==> src/rtl/lsu_pkg.sv <==
// Shared types and constants for the load/store unit.
package lsu_pkg;

   localparam int LSU_W = 32;

   // Memory command encodings from the decode stage
   localparam logic [1:0] MEN_X  = 2'd0;
   localparam logic [1:0] MEN_LD = 2'd1;
   localparam logic [1:0] MEN_ST = 2'd2;

   // funct3 size/sign codes
   localparam logic [2:0] F3_B  = 3'b000;
   localparam logic [2:0] F3_H  = 3'b001;
   localparam logic [2:0] F3_W  = 3'b010;
   localparam logic [2:0] F3_BU = 3'b100;
   localparam logic [2:0] F3_HU = 3'b101;

   typedef enum logic [1:0] {SZ_B, SZ_H, SZ_W} size_e;

   typedef enum logic [1:0] {S_IDLE, S_REQ, S_WAIT, S_DONE} lsu_state_e;

   // Access size from funct3; every unlisted code (011, 11x) falls to word
   function automatic size_e f3_size(input logic [2:0] f3);
      case (f3[1:0])
         2'b00:   return SZ_B;
         2'b01:   return SZ_H;
         default: return SZ_W;
      endcase
   endfunction

   // True when the byte offset does not fit the natural alignment of the size
   function automatic logic is_misaligned(input logic [2:0] f3, input logic [1:0] off);
      case (f3_size(f3))
         SZ_B:    return 1'b0;
         SZ_H:    return off[0];
         default: return off != 2'b00;
      endcase
   endfunction

endpackage

==> src/rtl/lsu_dmem_if.sv <==
// Data-memory request/response bus between the LSU (master) and memory (slave).
interface lsu_dmem_if;
   import lsu_pkg::*;

   logic             req;
   logic             we;
   logic [LSU_W-1:0] addr;
   logic [3:0]       be;
   logic [LSU_W-1:0] wdata;
   logic             gnt;
   logic             rvalid;
   logic [LSU_W-1:0] rdata;

   modport master (output req, we, addr, be, wdata, input gnt, rvalid, rdata);
   modport slave  (input req, we, addr, be, wdata, output gnt, rvalid, rdata);

endinterface

==> src/rtl/lsu_align.sv <==
// Combinational lane logic: byte enables, store replication, load extraction.
module lsu_align
   import lsu_pkg::*;
(
   input  logic [2:0]       i_funct3,
   input  logic [1:0]       i_off,
   input  logic [LSU_W-1:0] i_wdata,
   input  logic [LSU_W-1:0] i_rdata,
   output logic [3:0]       o_be,
   output logic [LSU_W-1:0] o_wdata,
   output logic [LSU_W-1:0] o_rdata
);

   size_e       w_size;
   logic        w_signed;
   logic [7:0]  w_byte;
   logic [15:0] w_half;

   assign w_size   = f3_size(i_funct3);
   assign w_signed = ~i_funct3[2];
   assign w_byte   = i_rdata[8*i_off +: 8];
   assign w_half   = i_rdata[16*i_off[1] +: 16];

   // Select enables, replicated store lanes and extended load value by size
   always_comb begin
      o_be    = 4'b1111;
      o_wdata = i_wdata;
      o_rdata = i_rdata;
      case (w_size)
         SZ_B: begin
            o_be    = 4'b0001 << i_off;
            o_wdata = {4{i_wdata[7:0]}};
            o_rdata = w_signed ? {{24{w_byte[7]}}, w_byte} : {24'b0, w_byte};
         end
         SZ_H: begin
            o_be    = 4'b0011 << i_off;
            o_wdata = {2{i_wdata[15:0]}};
            o_rdata = w_signed ? {{16{w_half[15]}}, w_half} : {16'b0, w_half};
         end
         default: begin
            o_be    = 4'b1111;
            o_wdata = i_wdata;
            o_rdata = i_rdata;
         end
      endcase
   end

endmodule

==> src/rtl/lsu.sv <==
// Load/store unit: EX memory command -> data-memory transaction -> extended load data.
// Only XLEN=32 is supported.
module lsu
   import lsu_pkg::*;
#(
   parameter int XLEN = LSU_W
) (
   input  logic            clk,
   input  logic            rst_n,
   input  logic            i_ex_valid,
   input  logic [1:0]      i_mem_cmd,
   input  logic [2:0]      i_funct3,
   input  logic [XLEN-1:0] i_addr,
   input  logic [XLEN-1:0] i_wdata,
   output logic            o_stall,
   output logic            o_misalign,
   output logic [XLEN-1:0] o_load_data,
   output logic            o_load_valid,
   lsu_dmem_if.master      dmem
);

   lsu_state_e      r_state;
   lsu_state_e      w_next;

   logic            r_we;
   logic [XLEN-1:0] r_addr;
   logic [1:0]      r_off;
   logic [2:0]      r_funct3;
   logic [3:0]      r_be;
   logic [XLEN-1:0] r_wdata;
   logic [XLEN-1:0] r_load_data;
   logic            r_load_valid;
   logic            r_misalign;

   logic            w_access;
   logic            w_mis;
   logic            w_latch;
   logic            w_capture;
   logic            w_req;
   logic            w_stall;
   logic [2:0]      w_al_funct3;
   logic [1:0]      w_al_off;
   logic [3:0]      w_be;
   logic [XLEN-1:0] w_wdata;
   logic [XLEN-1:0] w_rdata_ext;

   assign w_access = i_ex_valid && (i_mem_cmd != MEN_X);
   assign w_mis    = is_misaligned(i_funct3, i_addr[1:0]);

   // The aligner sees the live EX fields while idle and the latched ones afterwards
   assign w_al_funct3 = (r_state == S_IDLE) ? i_funct3    : r_funct3;
   assign w_al_off    = (r_state == S_IDLE) ? i_addr[1:0] : r_off;

   lsu_align u_align (
      .i_funct3 (w_al_funct3),
      .i_off    (w_al_off),
      .i_wdata  (i_wdata),
      .i_rdata  (dmem.rdata),
      .o_be     (w_be),
      .o_wdata  (w_wdata),
      .o_rdata  (w_rdata_ext)
   );

   // Next-state and handshake decode; stall is combinational so the first
   // cycle of an access already freezes the pipeline
   always_comb begin
      w_next    = r_state;
      w_stall   = 1'b0;
      w_latch   = 1'b0;
      w_capture = 1'b0;
      w_req     = 1'b0;
      case (r_state)
         S_IDLE: begin
            if (w_access && !w_mis) begin
               w_latch = 1'b1;
               w_stall = 1'b1;
               w_next  = S_REQ;
            end
         end
         S_REQ: begin
            w_req   = 1'b1;
            w_stall = 1'b1;
            if (dmem.gnt) begin
               w_next = r_we ? S_DONE : S_WAIT;
            end
         end
         S_WAIT: begin
            w_stall = 1'b1;
            if (dmem.rvalid) begin
               w_capture = 1'b1;
               w_next    = S_DONE;
            end
         end
         S_DONE: begin
            w_next = S_IDLE;
         end
         default: begin
            w_next = S_IDLE;
         end
      endcase
   end

   // State register; reset aborts any in-flight access
   always_ff @(posedge clk or negedge rst_n) begin
      if (!rst_n) begin
         r_state <= S_IDLE;
      end else begin
         r_state <= w_next;
      end
   end

   // One-cycle status flags
   always_ff @(posedge clk or negedge rst_n) begin
      if (!rst_n) begin
         r_misalign   <= 1'b0;
         r_load_valid <= 1'b0;
      end else begin
         r_misalign   <= (r_state == S_IDLE) && w_access && w_mis;
         r_load_valid <= w_capture;
      end
   end

   // Request fields latched once on entry so they stay stable until granted
   always_ff @(posedge clk or negedge rst_n) begin
      if (!rst_n) begin
         r_we     <= 1'b0;
         r_addr   <= '0;
         r_off    <= 2'b00;
         r_funct3 <= 3'b000;
         r_be     <= 4'b0000;
         r_wdata  <= '0;
      end else if (w_latch) begin
         r_we     <= (i_mem_cmd == MEN_ST);
         r_addr   <= {i_addr[XLEN-1:2], 2'b00};
         r_off    <= i_addr[1:0];
         r_funct3 <= i_funct3;
         r_be     <= w_be;
         r_wdata  <= w_wdata;
      end
   end

   // Load result register, written only when the response arrives in WAIT
   always_ff @(posedge clk or negedge rst_n) begin
      if (!rst_n) begin
         r_load_data <= '0;
      end else if (w_capture) begin
         r_load_data <= w_rdata_ext;
      end
   end

   assign o_stall      = w_stall;
   assign o_misalign   = r_misalign;
   assign o_load_data  = r_load_data;
   assign o_load_valid = r_load_valid;

   assign dmem.req   = w_req;
   assign dmem.we    = w_req & r_we;
   assign dmem.addr  = r_addr;
   assign dmem.be    = r_be;
   assign dmem.wdata = r_wdata;

endmodule

==> src/flat_wrapper.sv <==
// flat-port wrapper written by rule: the top's interface ports become plain ports
module lsu_flat import lsu_pkg::*;
#(
   parameter int XLEN = LSU_W
)
  (clk, rst_n, i_ex_valid, i_mem_cmd, i_funct3, i_addr, i_wdata, o_stall, o_misalign, o_load_data, o_load_valid, dmem_req, dmem_we, dmem_addr, dmem_be, dmem_wdata, dmem_gnt, dmem_rvalid, dmem_rdata);
  lsu_dmem_if dmem_i ();
  input  logic clk;
  input  logic rst_n;
  input  logic i_ex_valid;
  input  logic [1:0] i_mem_cmd;
  input  logic [2:0] i_funct3;
  input  logic [XLEN-1:0] i_addr;
  input  logic [XLEN-1:0] i_wdata;
  output logic o_stall;
  output logic o_misalign;
  output logic [XLEN-1:0] o_load_data;
  output logic o_load_valid;
  output wire logic [$bits(dmem_i.req)-1:0] dmem_req;
  output wire logic [$bits(dmem_i.we)-1:0] dmem_we;
  output wire logic [$bits(dmem_i.addr)-1:0] dmem_addr;
  output wire logic [$bits(dmem_i.be)-1:0] dmem_be;
  output wire logic [$bits(dmem_i.wdata)-1:0] dmem_wdata;
  input wire logic [$bits(dmem_i.gnt)-1:0] dmem_gnt;
  input wire logic [$bits(dmem_i.rvalid)-1:0] dmem_rvalid;
  input wire logic [$bits(dmem_i.rdata)-1:0] dmem_rdata;
  assign dmem_req = dmem_i.req;
  assign dmem_we = dmem_i.we;
  assign dmem_addr = dmem_i.addr;
  assign dmem_be = dmem_i.be;
  assign dmem_wdata = dmem_i.wdata;
  assign dmem_i.gnt = dmem_gnt;
  assign dmem_i.rvalid = dmem_rvalid;
  assign dmem_i.rdata = dmem_rdata;
  lsu #(.XLEN(XLEN)) u_core (.clk(clk), .rst_n(rst_n), .i_ex_valid(i_ex_valid), .i_mem_cmd(i_mem_cmd), .i_funct3(i_funct3), .i_addr(i_addr), .i_wdata(i_wdata), .o_stall(o_stall), .o_misalign(o_misalign), .o_load_data(o_load_data), .o_load_valid(o_load_valid), .dmem(dmem_i));
endmodule
==> config.mk <==
export PLATFORM = sky130hd
export DESIGN_NAME = lsu_flat
export DESIGN_NICKNAME = d
export VERILOG_FILES = /design/src/rtl/lsu_pkg.sv /design/src/rtl/lsu_dmem_if.sv /design/src/rtl/lsu_align.sv /design/src/rtl/lsu.sv /design/src/flat_wrapper.sv
export SDC_FILE = /design/constraint.sdc
export NUM_CORES = 1
export LEC_CHECK = 0
export CELL_PAD_IN_SITES_DETAIL_PLACEMENT = 1
export CELL_PAD_IN_SITES_GLOBAL_PLACEMENT = 2
export CORE_ASPECT_RATIO = 0.8
export CORE_UTILIZATION = 25
export DETAILED_ROUTE_END_ITERATION = 7
export PLACE_DENSITY = 0.79
export RECOVER_POWER = 100
export SYNTH_ARGS = -nofsm -noshare
export SYNTH_HDL_FRONTEND = slang
export SYNTH_HIERARCHICAL = 1
export SYNTH_SLANG_ARGS = --single-unit
==> constraint.sdc <==
create_clock -name clk -period 2.6 [get_ports clk]
set_clock_uncertainty 0.1 [all_clocks]
set_input_delay 0.52 -clock clk [delete_from_list [all_inputs] [get_ports clk]]
set_output_delay 0.52 -clock clk [all_outputs]
set_load 0.005 [all_outputs]
* After elaboration in Yosys (flattened, before gate mapping)
Index checks and enable logic that the tools add are counted.
Word-level totals: flip-flop bits (word level) 108, bits of input ports 106, output and inout bits 105, logic and storage cells 61
Operators by class: equality and inequality tests 11, shift operators 4, muxes and demuxes 21, bitwise gates (word level) 1, reduce and logical (&&, ||, !) cells 14
Operators by type and width (count):
- one-hot mux 32 bit (2 select lines) | 2
- 2-to-1 mux 32 bit | 2
- indexed part select 32 x 6 -> 16 bit | 1
- indexed part select 32 x 6 -> 8 bit | 1
- equality test 2 x 1 -> 1 bit, second input constant | 5
- logical NOT 2 bit | 5
- 2-to-1 mux 2 bit | 4
- one-hot mux 2 bit (2 select lines) | 2
- one-hot mux 2 bit (4 select lines) | 1
- one-hot mux 4 bit (2 select lines) | 1
- equality test 2 bit, second input constant | 3
- 2-to-1 mux 1 bit | 6
- != test 2 bit, second input constant | 3
- logical AND 1 bit | 4
- one-hot mux 1 bit (2 select lines) | 2
- nonzero test 2 bit | 2
- << shifter 1 x 2 -> 4 bit, first input constant | 1
- << shifter 2 x 2 -> 4 bit, first input constant | 1
- 2-to-1 mux 3 bit | 1
- AND reduction 3 bit | 1
- OR reduction 2 bit | 1
- AND 1 bit | 1
- logical NOT 1 bit | 1

* Depth between registers and ports, before layout
Gate-level depths: netlist (run 1).
word-level depth 8, gate-level depth with buffers 12, gate-level depth less buffers 8

* Cells and area by module
Netlist (run 1), hierarchy kept.
By module, submodules not included:
- lsu | times used 1, cells each 262, area each 4433.0 um^2, seq. area each 2702.6 um^2
- lsu_align | times used 1, cells each 184, area each 1199.9 um^2, seq. area each 0.0 um^2

* Worst setup path before layout (run 1)
No wires, ideal clock.
path kind reg2reg, start point register u_core.r_state[0], end point register u_core.r_load_data[16], in the netlist u_core/o_load_data[16], arrival 2592 ps, required time 2375 ps, path slack -217 ps, cell stages (with the launch flop) 13, cell sequence dfrtp_1 inv_1 ha_1 buf_2 mux2_2 buf_6 mux4_2 and3b_1 buf_6 nor2_4 buf_6 nand2_1 mux2_2
RTL lines:
- from (decl) | line lsu.sv:22 | lsu_state_e r_state;
- from (signal assigned) | line lsu.sv:108 | r_state <= w_next;
- logical NOT 2 bit * | line lsu.sv:52 | assign w_al_off = (r_state == S_IDLE) ? i_addr[1:0] : r_off;
- 2-to-1 mux 2 bit * | line lsu.sv:52
- net u_core.w_al_off[1] | line lsu.sv:42 | logic [1:0] w_al_off;
- indexed part select 32 x 6 -> 16 bit or indexed part select 32 x 6 -> 8 bit (tied branches) | line lsu_align.sv:22, lsu_align.sv:21
- 2-to-1 mux 32 bit, on equally long branches | line lsu_align.sv:38, lsu_align.sv:33
- one-hot mux 32 bit (2 select lines) * | line lsu_align.sv:29 | case (w_size)
- net u_core.w_rdata_ext[16] | line lsu.sv:45 | logic [XLEN-1:0] w_rdata_ext;
- to (signal assigned) | line lsu.sv:147 | r_load_data <= w_rdata_ext;
- to (decl) | line lsu.sv:31 | logic [XLEN-1:0] r_load_data;
Mark *: on every way through the listed nets, which the timed path passes. The rest lies on a longest branch. A chain may end at the register's enable or synchronous reset.

* Worst setup path in the final report (run 1)
start point register u_core.r_state[0], end point register u_core.r_load_data[21], in the netlist u_core/o_load_data[21]
Same word-level chain as after synthesis.

==> results of run 1 <==
## per-stage QoR
step | cell area, sq um | hold slack (ns) | utilization, % | power, W
2_1_floorplan | 5660 | 0.124 | - | 0.00579
4_1_cts | 8450 | 0.0478 | 38.7 | 0.0102
5_1_grt | 8480 | 0.289 | 38.8 | 0.0108
6_report | 8480 | 0.226 | 38.8 | 0.0102
3_3_place_gp | 8160 | 0.372 | 37.3 | 0.00853
3_5_place_dp | 8160 | 0.384 | 37.3 | 0.00873
## power groups by stage
stage	registers (W)	clock network [W]	logic (W)
after floorplan	0.00298	0	0.00281
after global placement	0.00295	0	0.00558
after detailed placement	0.00299	0	0.00574
after CTS	0.00298	0.00147	0.00576
after global routing	0.00307	0.00152	0.00621
final	0.00297	0.00140	0.00579
## routing by layer
layer	GRT usage [%]	vias up	wire, um
li1	-	2007	-
met2	26.3	105	9120
met1	20.4	2193	7950
met5	0	-	0
met3	2.94	35	636
met4	6.91	0	564
## critical path, cell delays in order (launching register included)
cell and delay [ns]:
dfrtp_1 0.39, inv_2 0.09, ha_4 0.18, mux2_4 0.34, mux4_2 0.47, and3b_2 0.29, nor2_4 0.12, buf_12 0.15
nand2_1 0.06, mux2_2 0.26
## logic make-up after synthesis
kind of cell / after synthesis / share of synthesized area [%]
simple gates: 79 / 6.93
other cells: 1 / 0.0666
fa+ha+maj: 5 / 1.11
compound gates: 60 / 7.64
mux: 135 / 30.3
buf+inv: 58 / 5.98
flops: 108 / 48.0
## layout by cell type, fill, tap and decap left out, drive strengths merged, types with 10 or more instances in the layout
| cell type | n |
|---|---|
| a221o | 16 |
| buf | 40 |
| mux2i | 10 |
| a21oi | 11 |
| mux2 | 124 |
| dfrtp | 108 |
| o21ai | 20 |
| clkdlybuf4s50 | 205 |
| nand2 | 53 |
| clkbuf | 13 |
| inv | 17 |
## worst max-delay path by stage
stage	from	end	slack, ns	depth (start not counted)
final	u_core/r_state[0]	u_core/o_load_data[21]	0.04	9
after global routing	u_core/r_state[0]	u_core/o_load_data[21]	-0.03	9
after CTS	u_core/r_state[1]	u_core/o_load_data[21]	0.01	9
after detailed placement	i_addr[1]	u_core/o_load_data[21]	-0.31	8
after global placement	i_addr[1]	u_core/o_load_data[18]	-0.26	8
after floorplan	u_core/r_state[1]	u_core/o_load_data[16]	-0.07	12
## final cells by class
cell class,instances,area (sq um)
timing repair buffer,250,2410
tap,300,375
inverter,16,60.1
clock inverter,5,61.3
fill,2361,13400
clock buffer,10,229
sequential,108,2700
multi-input combinational,282,2640
## what timing repair did
item	in CTS	in global routing
setup buffers	0	3
cloned	0	1
setup endpoints to repair	18	27
gates resized for setup	4	3
endpoints found under the hold margin	0	0
pin swaps	2	1
## flip-flops by register name, indices dropped and copies added, names as in the netlist
| name | cells |
|---|---|
| u_core/r_we | 1 |
| u_core/dmem.addr | 30 |
| u_core/o_misalign | 1 |
| u_core/r_off | 2 |
| u_core/o_load_valid | 1 |
| u_core/r_state | 2 |
| u_core/dmem.wdata | 32 |
| u_core/o_load_data | 32 |
| u_core/dmem.be | 4 |
| u_core/r_funct3 | 3 |
==> flow_summary_export.csv, run 1 <==
group,metric,value,unit
finish,syn2layout_area_growth,50.5,%
die,placement_rows,48,
logic_synthesis,synth-edff-count,0,
sta,layout_setup_ws,0.0428,ns
die,floorplan.die_area,23100,sq um
setup_path,critical_path_required,2.74,ns
die,placeableCoreArea,21900,sq um
logic_synthesis,prevailing_post_synth_register_cell,"dfrtp_1",
logic_synthesis,synth.largest_area_cell,"dfrtp_1",
setup_path,rr_worst_depth,9,
clocking,max-clock-path-buffers,2,
pwr,power.clock.fraction,13.8,%
routing,post-route-drc-count,0,
sta,min_period_over_period,98.4,%
setup_path,worstSetupStartpointType,"register",
place,hpwl,13.8,mm
logic_synthesis,synthCells,446,
setup_path,crit_arrival,2.69,ns
global_route,grt_antenna_before_repair,0,
logic_synthesis,syn_area_per_cell,12.6,sq um
clocking,cts-htree-levels,3,
clocking,cts.root.buffer_cell,"clkbuf_16",
logic_synthesis,ys_seq_elements,108,
run_status,run_status,"finished, final reports clean",
sta,relSlewSlack,20.7,%
pwr,ir_drop,0.400,mV
logic_synthesis,ys_async_sr_fraction,100,%
hold_path,holdCritPathClass,"input pin to asynchronous set/reset pin",
sta,grt_setup_unrepaired,"true",
finish,drive_gt1_share,27.0,%
die,die_height,136,um
die,i_o_pin_count,211,
finish,layout.cells.non_filler,971,
clocking,worst_skew_pair.late_latency,0.35,ns
logic_synthesis,synth_commonest_cells,"dfrtp_1, mux2_2, nand2_1",
sta,worst_pin_slew,1.19,ns
place,place.gp.congestion,0.816,
routing,finalWirelength,18.3,mm
sta,fin_crit,2.56,ns
finish,num-nets-final,778,
run,max-cap-violations,0,
logic_synthesis,yosys_warnings,6,
sta,maxSlewViolCount,0,
clocking,cts_inserted_buffers,9,
routing,routed_via_density,4.47,
place,port-buffer-count,208,
routing,dr_total_vias,4340,
clocking,cts.reportedPaths.clkPinSlew,0.08,ns
setup_path,r2r_slack,0.04,ns
setup_path,critical_path.max_fanout,16,
logic_synthesis,yosys.cell_count.top_type,"dfrtp_1",
sta,fin_setup_tns,0,ns
routing,final_antenna_net_count,0,
pwr,leakagePower,3.82,nW
finish,ant_cells,0,
routing,wl_per_cell,18.8,um
pwr,share_seq_of_total_power,29.2,%
logic_synthesis,synthesis.area,5630,sq um
sta,timing.final.setup_violations,0,
pwr,pwr_density_cell,1200,nW/um^2
routing,initial_drt_pass_iterations,4,
setup_path,reg2reg_from,"u_core/r_state[0]",
clocking,cts_sinks,108,
global_route,remaining_global_route_overflow,0,
logic_synthesis,synth.top_cells.by_area,"dfrtp_1, mux2_4, mux2_2",
pwr,switching_power,0.00342,W
pwr,internal_power,0.00674,W
logic_synthesis,synthDistinctLibCells,40,
routing,detailedRoute.firstIterationViolations,217,
pwr,power.share.switching,33.7,%
global_route,grt_pass1_vias,4846,
place,preCtsSetupSlack,-0.307,ns
clocking,cts-hold-fix-buffers,0,
setup_path,worstSetupPathType,"register to register",
logic_synthesis,post-synth-top-area-fraction,48.0,%
place,count_of_placed_standard_cells_including_taps,952,
setup_path,setup.worst_path.end_class,"register",
clocking,tritoncts,"yes",
setup_path,reg2reg_to,"u_core/o_load_data[21]",
pwr,comb_power_share,57.0,%
sta,final-hold-violation-count,0,
global_route,grt_start_max_net_pins,69,
die,die_w,170,um
global_route,grt_usage,15.9,%
sta,fmaxAchievable,0.391,GHz
global_route,grt_first_pass_wirelength,28.1,mm
logic_synthesis,synth_sequential_area_ratio,48.0,%
die,starting_density,25.8,%
(Power assumes the default switching activity.)
==> inputs of run 2 (changes only) <==
CORE_UTILIZATION = 26   (was 25)
CTS_BUF_LIST = sky130_fd_sc_hd__clkbuf_8   (was not set)
PLACE_DENSITY = 0.81   (was 0.79)
==> run 2 against run 1 <==
Against the previous run: the run now ends with DRC, setup timing left; core utilization up 1.9 points; cell count is 2.3% lower; fmax decreased by 1.7%; non-clock buffer count is 8 higher; critical path depth unchanged; clock power down 26%; largest cell class is now multi-input combinational cells.
==> flow_summary_export.csv, run 2 (synthesis gave the netlist of run 1 again) <==
group,metric,value,unit
run_status,run_status,"complete, but fails checks",
run_status,failing_checks,"DRC, setup timing",
finish,drive_gt1_share,29.4,%
routing,routed-wl-met2,9.72,mm
die,floorplan.die_area,22300,sq um
finish,num-nets-final,786,
sta,timing.final.setup_violations,1,
pwr,internal_power,0.00652,W
finish,ant_cells,0,
sta,grt_setup_unrepaired,"true",
routing,finalWirelength,19.4,mm
setup_path,r2r_slack,-0.002,ns
pwr,ir_drop,0.401,mV
routing,dr.max_layer_used,"met4",
die,die_w,167,um
die,placeableCoreArea,20900,sq um
hold_path,holdCritPathClass,"register to register",
routing,detailedRoute.firstIterationViolations,177,
pwr,switching_power,0.00354,W
run,max-cap-violations,0,
die,starting_density,26.9,%
sta,min_period_over_period,100,%
sta,fin_setup_tns,-0.00245,ns
pwr,power.share.switching,35.2,%
clocking,cts_inserted_buffers,9,
routing,post-route-drc-count,5,
clocking,cts-htree-levels,3,
sta,worst_pin_slew,0.930,ns
finish,regArea,2700,sq um
clocking,tritoncts,"yes",
sta,relSlewSlack,38.0,%
finish,fillerInstances,2233,
place,port-buffer-count,208,
routing,routed_via_density,4.65,
routing,routed-wl-met3,724,um
routing,final_antenna_net_count,0,
setup_path,worstSetupStartpointType,"register",
global_route,grt_first_pass_wirelength,30.1,mm
global_route,grt_usage,17.6,%
clocking,max-clock-path-buffers,2,
sta,maxSlewViolCount,0,
clocking,worst_skew_pair.late_latency,0.38,ns
pwr,pwr_density_cell,1180,nW/um^2
global_route,remaining_global_route_overflow,0,
place,place.gp.congestion,0.814,
sta,fin_crit,2.60,ns
setup_path,critical_path.max_fanout,5,
die,die_height,134,um
place,hpwl,14.4,mm
finish,area_occupied_by_multi_input_gates,2710,sq um
clocking,cts_sinks,108,
sta,final-hold-violation-count,0,
global_route,grt_antenna_before_repair,0,
pwr,p_total,0.0101,W
pwr,share_seq_of_total_power,29.6,%
die,i_o_pin_count,211,
clocking,cts.reportedPaths.clkPinSlew,0.11,ns
place,preCtsSetupSlack,-0.361,ns
setup_path,critical_path_required,2.77,ns
setup_path,setup.worst_path.end_class,"register",
clocking,cts.root.buffer_cell,"clkbuf_8",
setup_path,crit_arrival,2.77,ns
pwr,power.clock.fraction,10.3,%
routing,wl_per_cell,20.4,um
finish,final_common_cell,"clkdlybuf4s50_1",
global_route,grt_start_max_net_pins,54,
sta,layout_setup_ws,-0.00245,ns
pwr,comb_power_share,60.1,%
finish,syn2layout_area_growth,51.0,%
finish,final_cell_mix,"clkdlybuf4s50_1, dfrtp_1, mux2_2",
die,placement_rows,47,
global_route,grt_pass1_vias,5017,
sta,fmaxAchievable,0.384,GHz
pwr,leakagePower,3.86,nW
routing,initial_drt_pass_iterations,6,
routing,drt-met1-wl,8.61,mm
setup_path,worstSetupPathType,"register to register",
routing,dr_total_vias,4411,
==> run 2: cell types whose count changed in the layout (fill, tap and decap cells not counted), moves of 4 or more <==
cell | previous run | this run
nand2_2 | 0 | 7
clkbuf_16 | 9 | 0
mux2_4 | 51 | 55
clkbuf_8 | 0 | 11
nand2_1 | 53 | 46
mux2_2 | 62 | 58
==> run 2: worst paths after layout <==
check	start	end	cells past startpoint
setup / recovery	u_core/r_state[0]	u_core/o_load_data[20]	9
hold / removal	u_core/dmem.wdata[4]	u_core/dmem.wdata[4]	1
setup reg to reg	u_core/r_state[0]	u_core/o_load_data[20]	9
hold reg to reg	u_core/dmem.wdata[4]	u_core/dmem.wdata[4]	1
max in group asynchronous	rst_n	u_core/dmem.addr[10]	3
min in group asynchronous	rst_n	u_core/o_load_data[6]	2
==> run 2: cell type report <==
class                   count  share of cell area, %
clock buffers              11                   1.78
clock inverters             5                  0.412
inverters                  16                  0.706
multi-input cells         282                   31.9
flip-flops and latches    108                   31.8
well taps                 269                   3.96
repair buffers            258                   29.5
==> run 2: stage by stage <==
step           util (%)  cell area (sq um)  hold slack (ns)  cells
2_1_floorplan         -               5660            0.124    447
3_3_place_gp       39.1               8180            0.260    925
3_5_place_dp       39.1               8180            0.269    925
4_1_cts            40.3               8440            0.379    948
5_1_grt            40.6               8510            0.438    949
6_report           40.6               8510            0.406    949
==> run 2: critical path, cell delays in order (launching register included) <==
cell and delay (ns):
dfrtp_1 0.41, inv_2 0.09, ha_4 0.15, mux2_4 0.33, mux4_2 0.46, and3b_2 0.30, nor2_4 0.17, buf_6 0.15
nand2_2 0.05, mux2_4 0.27
==> run 2: what timing repair did <==
item                       CTS  global route
gates resized for setup      6            23
setup endpoints to repair   24            34
hold buffers                 1             0
buffers inserted             5             1
hold endpoints to repair     7             0
gates cloned                 1             0
pin swaps                    4             2
==> run 2: routing by layer <==
layer / GRT usage, % / vias to the layer above
met5: 0 / -
met4: 5.35 / 0
met3: 3.12 / 22
li1: - / 2018
met1: 23.2 / 2260
met2: 29.4 / 111
==> run 2: power groups by stage <==
stage / Combinational (W) / Clock [W] / Sequential, W
floorplan: 0.00281 / 0 / 0.00298
global placement: 0.00561 / 0 / 0.00295
detailed placement: 0.00579 / 0 / 0.00300
CTS: 0.00593 / 0.00111 / 0.00298
global route: 0.00648 / 0.00116 / 0.00308
finish: 0.00605 / 0.00104 / 0.00298
==> inputs of run 3 (changes only) <==
CORE_UTILIZATION = 27   (was 26)
PLACE_DENSITY = 0.85   (was 0.81)
SKIP_CTS_REPAIR_TIMING = 1   (was not set)
SYNTH_HIERARCHICAL = not set   (was 1)
clock period = 2.7 ns   (was 2.6 ns; I/O delays follow)
==> run 3 against run 2 <==
Against the previous run: the flow finishes with violations (capacitance limit, slew limit); die area fell by 7.4%; non-clock buffer count fell by 23; synthesized cell count rose by 11%; power fell by 11%; fmax rose by 2.1%; count of clock-buffer cells in the layout fell by 2; design area fell by 5.9%; core utilization rose by 0.81 points; worst setup slack improved by 0.15 ns; worst hold slack got worse by 0.014 ns; clock power fell by 6%; largest power group unchanged; highest routed layer unchanged.
==> flow_summary_export.csv, run 3 <==
group,metric,value,unit
run_status,run_status,"complete, but fails checks",
run_status,failing_checks,"capacitance limit, slew limit",
setup_path,reg2reg_from,"u_core.r_state[0]",
die,die_height,129,um
routing,detailedRoute.firstIterationViolations,338,
logic_synthesis,synth-compound-area-share,18.8,%
sta,relSlewSlack,-0.770,%
pwr,power.clock.fraction,10.9,%
setup_path,reg2reg_to,"u_core.o_load_data[20]",
pwr,comb_power_share,56.6,%
routing,initial_drt_pass_iterations,7,
setup_path,cp-endpoint,"u_core.o_load_data[20]",
logic_synthesis,synth.largest_area_cell,"dfrtp_1",
setup_path,critical_path.max_fanout,16,
hold_path,holdCritPathClass,"register to register",
run,max-cap-violations,1,
global_route,grt_antenna_before_repair,0,
global_route,grt_first_pass_wirelength,29.0,mm
sta,worst_pin_slew,1.51,ns
die,die_w,160,um
finish,syn2layout_area_growth,47.9,%
routing,final_antenna_net_count,0,
finish,layout.cells.non_filler,962,
logic_synthesis,post-synth-top-area-fraction,49.9,%
finish,final_cell_mix,"clkdlybuf4s50_1, dfrtp_1, nand2_1",
clocking,cts_inserted_buffers,9,
pwr,power.share.switching,37.8,%
routing,finalWirelength,18.2,mm
clocking,cts_sinks,108,
die,i_o_pin_count,211,
logic_synthesis,ys_seq_elements,108,
logic_synthesis,yosys.cell_count.top_type,"dfrtp_1",
logic_synthesis,synthSimpleGateAreaFrac,8.69,%
setup_path,critical_path_required,2.86,ns
logic_synthesis,synth.mux.area_fraction,16.2,%
sta,fin_crit,2.55,ns
global_route,grt_start_max_net_pins,89,
place,hpwl,13.3,mm
pwr,leakagePower,3.33,nW
clocking,cts.reportedPaths.clkPinSlew,0.12,ns
pwr,share_seq_of_total_power,32.5,%
sta,fmaxAchievable,0.392,GHz
sta,timing.final.setup_violations,0,
routing,dr_total_vias,4836,
logic_synthesis,yosys_warnings,0,
setup_path,crit_arrival,2.71,ns
routing,wl_per_cell,18.9,um
die,starting_density,28.0,%
logic_synthesis,syn_area_per_cell,10.9,sq um
clocking,cts.root.buffer_cell,"clkbuf_8",
finish,final_common_cell,"clkdlybuf4s50_1",
sta,grt_setup_unrepaired,"false",
place,count_of_placed_standard_cells_including_taps,942,
place,place_area,7830,sq um
logic_synthesis,ys_async_sr_fraction,100,%
pwr,internal_power,0.00558,W
routing,routed_via_density,5.03,
die,placeableCoreArea,19300,sq um
global_route,grt_usage,18.0,%
logic_synthesis,synth.top_cells.by_area,"dfrtp_1, mux2_2, a221oi_1",
logic_synthesis,synthCells,496,
finish,finalCoreUtilization,41.4,%
setup_path,worstSetupStartpointType,"register",
setup_path,r2r_slack,0.15,ns
sta,maxSlewViolCount,27,
finish,ant_cells,0,
routing,post-route-drc-count,0,
setup_path,worstSetupPathType,"register to register",
pwr,p_total,0.00897,W
setup_path,rr_worst_depth,8,
logic_synthesis,synth_commonest_cells,"dfrtp_1, nand2_1, mux2_2",
logic_synthesis,synth_top_family_by_area,"compound AO/OA/AOI/OAI gates",
clocking,cts-htree-levels,3,
logic_synthesis,prevailing_post_synth_register_cell,"dfrtp_1",
finish,finish.instance_area,8000,sq um
setup_path,cp-startpoint,"u_core.r_state[0]",
clocking,max-clock-path-buffers,2,
place,place.gp.congestion,0.767,
die,floorplan.die_area,20600,sq um
logic_synthesis,synthDistinctLibCells,48,
pwr,ir_drop,0.373,mV
finish,num-nets-final,809,
place,port-buffer-count,208,
finish,drive_gt1_share,17.2,%
sta,min_period_over_period,94.4,%
clocking,worst_skew_pair.late_latency,0.38,ns
pwr,switching_power,0.00339,W
pwr,pwr_density_cell,1120,nW/um^2
logic_synthesis,synthesis.area,5410,sq um
global_route,grt_pass1_vias,5306,
global_route,remaining_global_route_overflow,0,
logic_synthesis,synth-edff-count,0,
clocking,tritoncts,"yes",
logic_synthesis,synth-xor-area-share,0,%
hold_path,worstHoldStart,"u_core.dmem.wdata[13]",
die,placement_rows,45,
sta,final-hold-violation-count,0,
setup_path,setup.worst_path.end_class,"register",
logic_synthesis,synth_sequential_area_ratio,49.9,%
logic_synthesis,synthAdderAreaFrac,0.925,%
sta,finalHoldWorstSlack,0.392,ns
[run 3: changes by cell type in the layout (fill, tap and decap cells not counted), moves of 8 or more]
cell,previous run,this run
clkdlybuf4s50_1,206,192
buf_4,39,16
o21ai_0,17,35
a221o_1,16,0
mux2_4,55,1
nand2_1,46,56
a31o_2,0,16
a21oi_1,10,26
a31oi_1,0,8
nor2_1,2,37
a221oi_1,0,25
o32ai_1,0,8
dlygate4sd3_1,1,15
[run 3: final cells by class]
type                            count  area, sq um
Inverter                            9         33.8
Multi-Input combinational cell    336         2410
Fill cell                        2134        11300
Clock buffer                        9          124
Clock inverter                      7         56.3
Tap cell                          258          323
Timing Repair Buffer              235         2350
Sequential cell                   108         2700
[run 3: worst min-delay path by stage]
stage	cells past startpoint	slack, ns	to
after global routing	2	0.44	u_core.dmem.wdata[10]
final	2	0.39	u_core.dmem.wdata[13]
after detailed placement	2	0.37	u_core.dmem.wdata[19]
after floorplan	0	0.14	u_core.dmem.addr[10]
after CTS	1	-0.07	u_core.dmem.addr[18]
after global placement	2	0.36	u_core.dmem.wdata[10]
[run 3: critical path, cell delays in order (launching register included)]
cell and delay, ns:
dfrtp_2 0.46, inv_2 0.09, ha_4 0.15, buf_4 0.19, mux2i_2 0.26, buf_4 0.24
mux2_4 0.41, a221oi_1 0.37, a21oi_1 0.13
[run 3: cells by family (layout without fill, tap and decap cells)]
logic type,after synthesis,in the layout
compound gates,142,142
simple gates,111,111
flops,108,108
mux,77,77
buf+inv,53,260
fa+ha+maj,4,4
other cells,1,2
[run 3: power by group through the flow]
stage / registers, W / clock network (W) / logic, W
after floorplan: 0.00292 / 0 / 0.00257
after global placement: 0.00289 / 0 / 0.00500
after detailed placement: 0.00296 / 0 / 0.00515
after CTS: 0.00293 / 0.00103 / 0.00516
after global routing: 0.00302 / 0.00109 / 0.00555
final: 0.00292 / 0.000978 / 0.00507
[run 3: per-stage QoR]
step / setup slack, ns / setup TNS [ns]
2_1_floorplan: 0.415 / 0
3_3_place_gp: -0.0461 / -0.571
3_5_place_dp: -0.0781 / -1.10
4_1_cts: -0.202 / -0.202
5_1_grt: 0.00660 / 0
6_report: 0.152 / 0
[run 3: metal layers]
| metal | vias up | GRT usage, % | wire, um |
|---|---|---|---|
| met1 | 2412 | 22.6 | 8000 |
| met5 | - | 0 | 0 |
| met3 | 22 | 5.13 | 1320 |
| met4 | 0 | 5.83 | 337 |
| li1 | 2216 | - | - |
| met2 | 186 | 30.0 | 8540 |
==> RTL change 1: new RTL, flow settings as in run 3 <==
Reset style: synchronous (`rst_n`), changed in 4 clocked blocks.
--- a/src/rtl/lsu.sv
+++ b/src/rtl/lsu.sv
@@ -103,3 +103,3 @@
    // State register; reset aborts any in-flight access
-   always_ff @(posedge clk or negedge rst_n) begin
+   always_ff @(posedge clk) begin
       if (!rst_n) begin
@@ -112,3 +112,3 @@
    // One-cycle status flags
-   always_ff @(posedge clk or negedge rst_n) begin
+   always_ff @(posedge clk) begin
       if (!rst_n) begin
@@ -123,3 +123,3 @@
    // Request fields latched once on entry so they stay stable until granted
-   always_ff @(posedge clk or negedge rst_n) begin
+   always_ff @(posedge clk) begin
       if (!rst_n) begin
@@ -142,3 +142,3 @@
    // Load result register, written only when the response arrives in WAIT
-   always_ff @(posedge clk or negedge rst_n) begin
+   always_ff @(posedge clk) begin
       if (!rst_n) begin
Behaviour: differs if rst_n is asserted again (counterexample within 4 cycles, from zero or initial values and one cycle with rst_n low); with rst_n held inactive, the same outputs for 10 cycles.
==> RTL change 1 against run 3 <==
Worst setup slack gained 80 ps; wire length grew 3.3%; count of clock-buffer cells in the layout grew 1; first-iteration DRC count shrank 18%; non-clock buffer count grew 6; sequential cell count is the same; area after synthesis shrank 12%; design area shrank 8.2%; die area shrank 12%; largest cell class is now multi-input gates; highest routed layer unchanged.
Power is not compared: it rests on default switching activity, and its combinational part moved more than twofold at a synthesized area within 25%.
==> RTL change 1: results (changes against run 3) <==
[synth]
synthArstFlopShare_pct = 0  ; -100 points
synthTopCellsByCount = nand2_1 (133), dfxtp_1 (108), a21oi_1 (88)
synth_area_leaders = dfxtp_1 (46%), nand2_1 (11%), a21oi_1 (9.3%)
synthFlopType = dfxtp_1
yosysSeqAreaShare_pct = 45.64  ; -4.3 points
ys_types = 41  ; -15%
synthCells = 576  ; +16%

[place]
place_area_um2 = 7169  ; -8.5%
dp_hpwl_mm = 14.11  ; +5.9%
dpl.cell_count = 989  ; +5.0%
dp_slack_ps = -108.3  ; -30.26 ps
place.gp.congestion = 0.8335  ; +8.7%

[critical_path]
cp_max_fo = 3  ; -13
r2r_end = u_core.o_load_data[30]$_SDFFE_PN0P_
r2r-start = u_core.r_state[1]$_SDFFE_PN0P_
cp.arrival_ps = 1830  ; -880 ps
crit_end = o_stall
startpoint = i_funct3[1]
reg2reg_slack_ps = 240  ; +90 ps

[clock_tree]
clk_pin_slew_worst_paths_ps = 100  ; -20 ps
cts_made_buffers = 9  ; unchanged

[power]
ir_drop_mv = 0.4080
finalPower_w = 0.005024

[final_layout]
diodes = 0  ; unchanged
fillers = 1953  ; -8.5%
multi_input_area_um2 = 2367  ; -1.9%
layout-drive-gt1-share_pct = 7.379  ; -9.8 points

[sta]
holdWs_ps = 355.7  ; -36.67 ps
worstMarginPinSlew_ps = 1016  ; -495.7 ps
maxSlewHeadroom_pct = 32.28  ; +33 points
fin_crit_ps = 2468  ; -80.33 ps

[hold_path]
hold_end = u_core.dmem.addr[15]$_SDFFE_PN0P_

[global_routing]
grt_max_degree = 82  ; -7.9%
grtUsageTotal_pct = 20.53  ; +2.5 points
grt_pass1_vias = 5173  ; -2.5%
grt_pass1_wl_mm = 28.57  ; -1.5%

[route]
routedWlPerCell_um = 18.68  ; -1.2%
routed_wl_mm = 18.79  ; +3.3%
first_iter_violations = 278  ; -18%

[status]
status = finished clean

==> RTL change 1: final cells by class <==
type	count	area share, %
Multi-Input combinational cell	416	32.23
Timing Repair Buffer	241	31.92
Sequential cell	108	29.43
Tap cell	220	3.747
Clock buffer	10	1.874
Clock inverter	6	0.5451
Inverter	5	0.2555
==> RTL change 1: critical path, cell delays in order <==
cell and delay, ps:
clkdlybuf4s50_1 460, a21oi_1 240, o21a_2 160, nor2_1 40
nor2_1 90, clkdlybuf4s25_1 290
==> RTL change 1: logic make-up after synthesis <==
kind of cell	after synthesis	synth area share, %
flops	108	45.64
mux	23	5.282
other cells	1	0.07916
simple gates	182	16.35
buf+inv	53	4.834
fa+ha+maj	4	1.057
compound gates	205	26.76
==> RTL change 1: layer usage <==
layer	track usage, %	up-vias	wire (um)
met5	0	-	0
met4	5.240	0	277
met3	3.811	19	938
met2	34.46	141	9122
met1	26.92	2464	8456
li1	-	2462	-
==> RTL change 2: new RTL, flow settings as in run 3 <==
Made on the original files. The 4 states of `lsu_state_e` get a one-hot encoding in 4 bits.
--- a/src/rtl/lsu_pkg.sv
+++ b/src/rtl/lsu_pkg.sv
@@ -19,3 +19,3 @@
 
-   typedef enum logic [1:0] {S_IDLE, S_REQ, S_WAIT, S_DONE} lsu_state_e;
+   typedef enum logic [3:0] {S_IDLE = 4'b0001, S_REQ = 4'b0010, S_WAIT = 4'b0100, S_DONE = 4'b1000} lsu_state_e;
 
Check against the original RTL: same outputs for any inputs over 10 cycles, from zero or initial values and one cycle with rst_n low; not proved beyond that.
==> RTL change 2 against run 3 <==
Global-route usage is 0.25 points lower; area after synthesis is 4.8% lower; synthesized cell count is 7.5% lower; die area is 4.7% lower; design area is 0.28% lower; power is 14% lower; first-iteration DRC count is 36% lower; non-clock buffer count is 2 higher; sequential cell count is 2 higher; wire length is 5.2% lower; worst setup slack worse by 92 ps.
==> RTL change 2: results (changes against run 3) <==
[status]
status = finished clean

[critical_path]
slowest_delay_ps = 610  ; +150 ps
cp_max_fo = 14  ; -2
r2r_cells = 6  ; -2
r2r_end = u_core.dmem.wdata[25]$_DFFE_PN0P_
r2r-start = u_core.r_state[0]$_DFFE_PN1P_
cp.arrival_ps = 2790  ; +80 ps

[final_layout]
fillers = 2001  ; -6.2%
multi_input_area_um2 = 2300  ; -4.7%
buf_share_pct = 29.36  ; about the same

[sta]
maxSlewHeadroom_pct = 17.04  ; +18 points
holdWs_ps = 286.5  ; -105.9 ps

[clock_tree]
clk_pin_slew_worst_paths_ps = 90  ; -30 ps
clock-sinks = 110  ; +1.9%

[power]
seq_power_share_pct = 35.6  ; +3.1 points
switching_share_pct = 32.72  ; -5.1 points
powerDensity_nw_per_um2 = 971.7  ; -13%
ir_drop_mv = 0.3998  ; +7.1%

[place]
dp_slack_ps = -213.2  ; -135.1 ps
dp_hpwl_mm = 13.08  ; -1.8%
dpl.cell_count = 918  ; -2.5%

[global_routing]
grt_pass1_vias = 4855  ; -8.5%
antenna_found_initial = 2  ; +2

[synth]
synthTopCellsByCount = dfrtp_1 (109), nand2_1 (49), mux2_2 (44)
ys_types = 45  ; -6.3%
syn_area_um2 = 5151  ; -4.8%
yosysSeqAreaShare_pct = 53.46  ; +3.5 points

[route]
routed_via_density = 4.808  ; -4.4%

==> RTL change 2: cell count changes in the layout (fill, tap and decap cells not counted), sizes merged, moves of 11 or more <==
cell,run 3,this run
a221oi,25,0
dlygate4sd3,15,0
a31o,17,1
mux2i,19,30
mux2,57,45
clkdlybuf4s50,192,205
==> RTL change 2: logic make-up (layout without fill, tap and decap cells) <==
| family | after synthesis | after routing | share of synthesized area (%) |
|---|---|---|---|
| compound gates | 126 | 126 | 17.39 |
| buf+inv | 35 | 258 | 3.060 |
| flops | 110 | 110 | 53.46 |
| mux | 75 | 75 | 16.30 |
| other cells | 1 | 2 | 0.07280 |
| simple gates | 112 | 112 | 9.716 |
==> RTL change 2: routing by layer <==
metal | vias to the layer above | routed length, um
li1 | 2094 | -
met1 | 2241 | 7562
met2 | 145 | 8288
met3 | 16 | 1180
met4 | 4 | 186
met5 | - | 23
